<file path="config.mk">
export PLATFORM = sky130hd
export DESIGN_NAME = jt7759_adpcm
export DESIGN_NICKNAME = d
export VERILOG_FILES = /design/src/rtl/jt7759_adpcm.sv
export SDC_FILE = /design/constraint.sdc
export NUM_CORES = 1
export LEC_CHECK = 0
export ABC_AREA = 1
export CORE_MARGIN = 8
export CORE_UTILIZATION = 55
export DETAILED_ROUTE_END_ITERATION = 12
export GPL_ROUTABILITY_DRIVEN = 0
export PLACE_DENSITY_LB_ADDON = 0.08
export SLEW_MARGIN = 20
export SYNTH_ARGS = -nofsm -noshare
export SYNTH_HDL_FRONTEND = slang
export SYNTH_SLANG_ARGS = --single-unit
</file>
<file path="constraint.sdc">
create_clock -name clk -period 2.9 [get_ports clk]
set_clock_uncertainty 0.2 [all_clocks]
set_input_delay 0.435 -clock clk [delete_from_list [all_inputs] [get_ports clk]]
set_output_delay 0.435 -clock clk [all_outputs]
set_load 0.02 [all_outputs]
</file>
<file path="src/rtl/jt7759_adpcm.sv">
// jt7759_adpcm: two-stage ADPCM nibble decoder (step lookup, then accumulate/saturate).
// Optional feature: define JT7759_SMOOTH_EN to average each new sample with the previous one.
// The step ROM carries the contents of jt7759_adpcm_steps.hex as constants, so no init file
// is needed. Every row is sign-symmetric, so only the 8 magnitudes per index are stored.

module jt7759_adpcm (
    input  logic              clk,
    input  logic              rst,
    input  logic              cendec,
    input  logic              dec_rst,
    input  logic [3:0]        dec_din,
    output logic signed [8:0] sound,
    output logic              snd_cen
);

    // Step magnitudes for one index; magnitude 0 in the low byte, magnitude 7 in the high byte
    function automatic logic [63:0] step_row(input logic [3:0] idx);
        case (idx)
            4'd0:    step_row = {8'd10,  8'd7,   8'd5,   8'd3,  8'd2,  8'd1,  8'd0,  8'd0};
            4'd1:    step_row = {8'd13,  8'd8,   8'd6,   8'd4,  8'd3,  8'd2,  8'd1,  8'd0};
            4'd2:    step_row = {8'd15,  8'd10,  8'd7,   8'd5,  8'd4,  8'd2,  8'd1,  8'd0};
            4'd3:    step_row = {8'd19,  8'd13,  8'd9,   8'd6,  8'd4,  8'd3,  8'd1,  8'd0};
            4'd4:    step_row = {8'd23,  8'd15,  8'd11,  8'd8,  8'd5,  8'd3,  8'd2,  8'd0};
            4'd5:    step_row = {8'd29,  8'd19,  8'd14,  8'd10, 8'd7,  8'd4,  8'd2,  8'd0};
            4'd6:    step_row = {8'd33,  8'd22,  8'd16,  8'd12, 8'd8,  8'd5,  8'd3,  8'd0};
            4'd7:    step_row = {8'd43,  8'd29,  8'd20,  8'd15, 8'd10, 8'd7,  8'd4,  8'd1};
            4'd8:    step_row = {8'd53,  8'd35,  8'd25,  8'd18, 8'd13, 8'd8,  8'd4,  8'd1};
            4'd9:    step_row = {8'd64,  8'd43,  8'd31,  8'd22, 8'd16, 8'd10, 8'd6,  8'd1};
            4'd10:   step_row = {8'd76,  8'd51,  8'd37,  8'd27, 8'd19, 8'd12, 8'd7,  8'd2};
            4'd11:   step_row = {8'd96,  8'd64,  8'd46,  8'd34, 8'd24, 8'd16, 8'd9,  8'd2};
            4'd12:   step_row = {8'd117, 8'd79,  8'd57,  8'd41, 8'd29, 8'd19, 8'd11, 8'd3};
            4'd13:   step_row = {8'd143, 8'd96,  8'd69,  8'd50, 8'd36, 8'd24, 8'd13, 8'd4};
            4'd14:   step_row = {8'd175, 8'd118, 8'd85,  8'd62, 8'd44, 8'd29, 8'd16, 8'd4};
            default: step_row = {8'd214, 8'd144, 8'd104, 8'd76, 8'd54, 8'd36, 8'd20, 8'd6};
        endcase
    endfunction

    // Index adjustment depends on magnitude only
    function automatic logic signed [5:0] idx_adj(input logic [2:0] mag);
        case (mag)
            3'd0, 3'd1: idx_adj = -6'sd1;
            3'd2, 3'd3: idx_adj = 6'sd0;
            3'd4:       idx_adj = 6'sd1;
            3'd5, 3'd6: idx_adj = 6'sd2;
            default:    idx_adj = 6'sd3;
        endcase
    endfunction

    logic [3:0]        idx_q, idx_d;
    logic signed [8:0] delta_q, delta_d;
    logic              valid1_q, valid1_d;
    logic signed [8:0] acc_q, acc_d;
    logic signed [8:0] sound_q, sound_d;
    logic              snd_cen_q, snd_cen_d;

    logic [63:0]       row;
    logic [7:0]        step_mag;
    logic signed [5:0] idx_sum;
    logic signed [9:0] acc_sum;
    logic signed [8:0] acc_new;
`ifdef JT7759_SMOOTH_EN
    logic signed [9:0] smooth_sum;
`endif

    // Stage 1: step lookup and clamped index update
    always_comb begin
        row      = step_row(idx_q);
        step_mag = row[{dec_din[2:0], 3'b000} +: 8];
        idx_sum  = $signed({2'b00, idx_q}) + idx_adj(dec_din[2:0]);
        idx_d    = idx_q;
        delta_d  = delta_q;
        valid1_d = 1'b0;
        if (dec_rst) begin
            idx_d   = 4'd0;
            delta_d = 9'sd0;
        end else if (cendec) begin
            delta_d  = dec_din[3] ? -$signed({1'b0, step_mag}) : $signed({1'b0, step_mag});
            valid1_d = 1'b1;
            if (idx_sum < 6'sd0) begin
                idx_d = 4'd0;
            end else if (idx_sum > 6'sd15) begin
                idx_d = 4'd15;
            end else begin
                idx_d = idx_sum[3:0];
            end
        end
    end

    // Stage 2: accumulate with saturation to the 9-bit signed range
    always_comb begin
        acc_sum = {acc_q[8], acc_q} + {delta_q[8], delta_q};
        if (acc_sum[9] != acc_sum[8]) begin
            acc_new = acc_sum[9] ? -9'sd256 : 9'sd255;
        end else begin
            acc_new = acc_sum[8:0];
        end
`ifdef JT7759_SMOOTH_EN
        smooth_sum = {acc_new[8], acc_new} + {acc_q[8], acc_q};
`endif
        acc_d     = acc_q;
        sound_d   = sound_q;
        snd_cen_d = 1'b0;
        if (dec_rst) begin
            acc_d   = 9'sd0;
            sound_d = 9'sd0;
        end else if (valid1_q) begin
            acc_d     = acc_new;
            snd_cen_d = 1'b1;
`ifdef JT7759_SMOOTH_EN
            sound_d   = 9'(smooth_sum >>> 1);
`else
            sound_d   = acc_new;
`endif
        end
    end

    // State registers, cleared asynchronously
    always_ff @(posedge clk or posedge rst) begin
        if (rst) begin
            idx_q     <= 4'd0;
            delta_q   <= 9'sd0;
            valid1_q  <= 1'b0;
            acc_q     <= 9'sd0;
            sound_q   <= 9'sd0;
            snd_cen_q <= 1'b0;
        end else begin
            idx_q     <= idx_d;
            delta_q   <= delta_d;
            valid1_q  <= valid1_d;
            acc_q     <= acc_d;
            sound_q   <= sound_d;
            snd_cen_q <= snd_cen_d;
        end
    end

    assign sound   = sound_q;
    assign snd_cen = snd_cen_q;

endmodule

</file>
After elaboration in Yosys (flattened, before gate mapping)

Memories as Yosys holds them, arrays and structs flattened.
Cells that the tools add are included.
W data, S select, Z words.

Memories: 1
Logic and storage cells: 41
Bits in registers: 24
Memory bits (read-only): 800
Bits of input ports: 8
Output and inout bits: 10

Muxes and demuxes: 16
Reduce and logical (&&, ||, !) cells: 6
Equal/unequal tests: 7
Shifts and indexed selects: 1
Add/subtract/negate cells: 3
Order comparisons: 2

Memory list:

| name            | depth | width | read ports | clocked after Yosys merged registers in | write ports | line | text |
|---|---|---|---|---|---|---|---|
| (no name shown) | 16    | 50    | 1          | 0                                       | 0           | 18   | `case (idx)` |

Operators with widths:

| operator             | count |
|---|---|
| $shiftx A64 B7 Y8    | 1 |
| $mux W9              | 7 |
| $pmux W6 S4          | 1 |
| $mux W4              | 4 |
| $add A9 B9 Y10       | 1 |
| $eq A3 B3 Y1 const B | 3 |
| $neg A8 Y9           | 1 |
| $add A5 B6 Y6        | 1 |
| $eq A3 B2 Y1 const B | 2 |
| $gt A6 B5 Y1 const B | 1 |
| $lt A6 B1 Y1 const B | 1 |
| $reduce_or A2 Y1     | 3 |
| $mux W1              | 4 |
| $reduce_bool A2 Y1   | 2 |
| $eq A3 B1 Y1 const B | 1 |
| $logic_not A3 Y1     | 1 |
| $ne A1 B1 Y1         | 1 |

Logic depth before layout (Yosys ltp)

Word-level depth: 9
Mapped depth: 19
Depth with buffers taken out: 19

Worst setup path before layout

Ideal clock, no wire load.

Path kind: input to register
Start point: input dec_din[2]
End point: register idx_q[0]
Data required time: 2.571 ns
Setup slack: 0.262 ns
Arrival: 2.309 ns
Stages: 13
Path buffers: 1
Library setup time: 0.129 ns
Cells stage by stage: clkbuf_1 nand2_1 o22ai_1 ha_1 inv_1 fa_1 or2_2 a21oi_1 nor2_1 nand2_1 nand2_1 o21ai_0 o21ai_0

Word-level cells in the longest chain between the ends: 9
Elaborated cells on any way between the ends: 18
Classes of those cells: add/sub: 1; order compare: 2; eq/ne: 6; mux: 5; reduce/logical: 4

Ends and longest elaborated chain:

| item                                 | line | text |
|---|---|---|
| start, declared                      | 11   | `input logic [3:0] dec_din,` |
| $eq A3 B3 Y1 (tied with other cells) | 40   | `case (mag)` |
| $reduce_or A2 Y1                     | 40   |  |
| $pmux W6 S4 *                        | 40   |  |
| $add A5 B6 Y6 *                      | 69   | `idx_sum = $signed({2'b00, idx_q}) + idx_adj(dec_din[2:0]);` |
| $gt A6 B5 Y1                         | 81   | `end else if (idx_sum > 6'sd15) begin` |
| $mux W4                              | 81   |  |
| $mux W4 *                            | 79   | `if (idx_sum < 6'sd0) begin` |
| $mux W4 *                            | 76   | `end else if (cendec) begin` |
| $mux W4 *                            | 73   | `if (dec_rst) begin` |
| end signal, assigned                 | 127  | `idx_q <= idx_d;` |
| end, declared                        | 49   | `logic [3:0] idx_q, idx_d;` |

Every way passes the cells marked *; elsewhere a longest branch is shown, timed or not. The select of a mux whose other input is x is not followed.
A chain may end at the register's enable or synchronous reset.

Final worst setup path

Start point: input dec_din[2]
End point: register idx_q[2]

Same word-level chain as after synthesis.

==> results.sh <==
export IMPL_status="completed"
export IMPL_stdcell_count=564
export IMPL_drv_cap=0
export IMPL_p_int_uw=704
export IMPL_hold_path_class="reg -> reg"
export IMPL_max_vdd_ir_drop_v=0.000312
export IMPL_numCtsBuffers=3
export IMPL_clockRootBuffer="clkbuf_8"
export IMPL_final_nets=525
export IMPL_cp_cell_sequence="clkdlybuf4s50_1, nand2_1, o22ai_2, ha_2, inv_1, fa_2, or2_4, a21oi_2, nor2_1, nand2_1, nand2_2, a21oi_2, o22ai_1"
export IMPL_hold_buffers=0
export IMPL_max_stage_delay_ps=530
export IMPL_viasPerCell=5.54
export IMPL_seq_power_share_pct=32.4
export IMPL_cts_sinks=24
export IMPL_crit_path_end_kind="register"
export IMPL_dp_hpwl_mm=6.11
export IMPL_p_clk_share_pct=19.5
export IMPL_synth_seq_cells=24
export IMPL_setup_tns_ps=0
export IMPL_synthCells=458
export IMPL_cts_tree="built"
export IMPL_drive_gt1_share_pct=13.6
export IMPL_max_freq_mhz=367
export IMPL_totalWireLength_mm=7.83
export IMPL_syn_area_per_cell_um2=6.06
export IMPL_final_common_cell="nand2_1"
export IMPL_finalSetupViolCount=0
export IMPL_syn_area_mm2=0.00278
export IMPL_cp_required_ps=2850
export IMPL_hold_ws_ps=293
export IMPL_drt_pass1_iter_count=5
export IMPL_cp_arrival_ps=2680
export IMPL_synth_edf_count=0
export IMPL_cp_depth=13
export IMPL_syn_num_nets=488
export IMPL_ys_warn_count=0
export IMPL_comb_power_share_pct=48.0
export IMPL_worstMarginPinSlew_ps=630
export IMPL_worstSkewPairLatency_ps=280
export IMPL_yosysSeqAreaShare_pct=21.6
export IMPL_swShare_pct=41.6
export IMPL_drt_iter0_drc=327
export IMPL_htreeDepth=1
export IMPL_cp_max_fo=3
export IMPL_critPathBufInv=2
export IMPL_place_ws_ps=-375
export IMPL_fin_crit_ps=2720
export IMPL_relSlewSlack_pct=57.8
export IMPL_grt_start_max_net_pins=26
export IMPL_wl_per_cell_um=13.9
export IMPL_ios=18
export IMPL_crit_start="dec_din[2]"
export IMPL_crit_path_start_kind="input port"
export IMPL_power_switching_uw=501
export IMPL_placed_cells=559
export IMPL_slowest_stage="clkdlybuf4s50_1"
export IMPL_grt_pass1_wl_mm=13.3
export IMPL_dpl_cell_area_mm2=0.00314
export IMPL_grt_usage_pct=21.9
export IMPL_synthArstFlopShare_pct=100
export IMPL_drc=0
export IMPL_critPathKind="in -> reg"
export IMPL_fp_coreArea_mm2=0.00498
export IMPL_syn2layout_area_growth_pct=17.0
export IMPL_n_antenna_cell=0
export IMPL_clockBufferDepth=2
export IMPL_fin_ws_ps=177
export IMPL_synth_cell_types=35
export IMPL_finalHoldViolCount=0
export IMPL_grt_antenna_before_repair=0
export IMPL_final_area_mm2=0.00325
export IMPL_rsz0062_at_grt="no"
export IMPL_power_leakage_nw=1.83
export IMPL_start_util_pct=55.8
export IMPL_reg2reg_slack_ps=230
export IMPL_reg2reg_depth=15
export IMPL_ant_nets=0
export IMPL_grt_ovfl_total=0
export IMPL_fp_dieH_um=87.1
export IMPL_critPathTopFamily="buffers and inverters"
export IMPL_grt_pass1_vias=2755
export IMPL_dieArea_mm2=0.00758
export IMPL_clk_pin_slew_ps=80
export IMPL_timing_rr_end="delta_q[2]$_DFFE_PP0P_"
export IMPL_vias=3125
export IMPL_ys_flop_type="dfrtp_1"
export IMPL_power_total_mw=1.20
export IMPL_reg2reg_from="idx_q[0]$_DFFE_PP0P_"
export IMPL_postLayoutCoreUtil_pct=65.3
export IMPL_layout_common_cells="171 x nand2_1, 57 x nand3_1, 41 x inv_1"
export IMPL_endpoint="idx_q[2]$_DFFE_PP0P_"
export IMPL_period_share_pct=93.9
export IMPL_rows=26
export IMPL_port_buffers=17
export IMPL_slew_viol_final=0
export IMPL_die_w_um=87.1
export IMPL_pwr_density_cell_mw_per_mm2=371
[power by group through the flow]
stage	Clock, mW	Sequential (mW)	Combinational (mW)
final	0.235	0.391	0.578
after global routing	0.252	0.395	0.650
after CTS	0.242	0.391	0.557
after detailed placement	0	0.397	0.553
after global placement	0	0.397	0.548
after floorplan	0	0.404	0.383
[synthesized netlist by cell type, types with 2 or more instances]
cell type	count	area share (%)
dfrtp_1	24	22
nand3_1	57	10
buf_4	2	0.54
buf_6	4	1.6
a31oi_1	3	0.68
fa_1	2	1.4
nor2_1	30	4.1
nand4_1	3	0.68
o21ai_0	20	3.6
a21oi_1	22	4.0
xor2_1	6	1.9
inv_2	6	0.81
nand2_2	7	1.6
nand2_1	174	24
o21ai_4	2	1.2
o22ai_1	2	0.45
buf_2	5	0.90
clkinv_1	3	0.41
inv_1	41	5.5
o21ai_1	9	1.6
or2_2	2	0.45
ha_1	20	9.0
o211ai_1	2	0.54
[registers in the layout (all words and copies together) (netlist names)]
name      count
sound         9
idx_q         4
delta_q       9
snd_cen       1
valid1_q      1
[area by class of cell]
class	count	area [µm²]
multi-input cells	371	1930
well taps	70	87.6
repair buffers	44	378
inverters	51	194
fillers	479	1730
flip-flops and latches	24	603
clock buffers	4	55.1
[how the worst min path moves through the flow]
stage	from	to	depth (start not counted)
after detailed placement	delta_q[6]$_DFFE_PP0P_	delta_q[6]$_DFFE_PP0P_	2
final	delta_q[8]$_DFFE_PP0P_	delta_q[8]$_DFFE_PP0P_	2
after global placement	delta_q[5]$_DFFE_PP0P_	delta_q[5]$_DFFE_PP0P_	2
after floorplan	rst	delta_q[0]$_DFFE_PP0P_	1
after CTS	rst	snd_cen$_DFF_PP0_	3
after global routing	rst	snd_cen$_DFF_PP0_	3
[worst register-to-register path, delay by kind of cell, from the launching register on]
kind | cells | cell delay (ps)
compound gates | 1 | 260
fa+ha+maj | 2 | 530
buf+inv | 4 | 360
flops | 1 | 430
simple gates | 8 | 780
[kinds of logic after synthesis]
kind of cell / after synthesis / share of synthesized area (%)
buffers and inverters: 63 / 10.2
AO/OA/AOI/OAI: 65 / 14.0
adder cells (fa/ha/maj): 22 / 10.5
AND/OR/NAND/NOR: 277 / 41.6
XOR/XNOR: 7 / 2.21
flip-flops: 24 / 21.6
[layer usage]
metal	GRT usage (%)	share of wire, %	vias to the layer above
met5	0	0	-
met4	5.32	1.3	0
met3	4.91	8.6	11
met2	32.3	43	147
met1	31.1	47	1413
li1	-	-	1554
[what timing repair did]
action                                  in CTS  in global routing
endpoints found under the setup margin       3                  6
buffers inserted                             0                  1
resized for setup                            2                 17
pin swaps                                    0                  3
(Power assumes the default switching activity.)
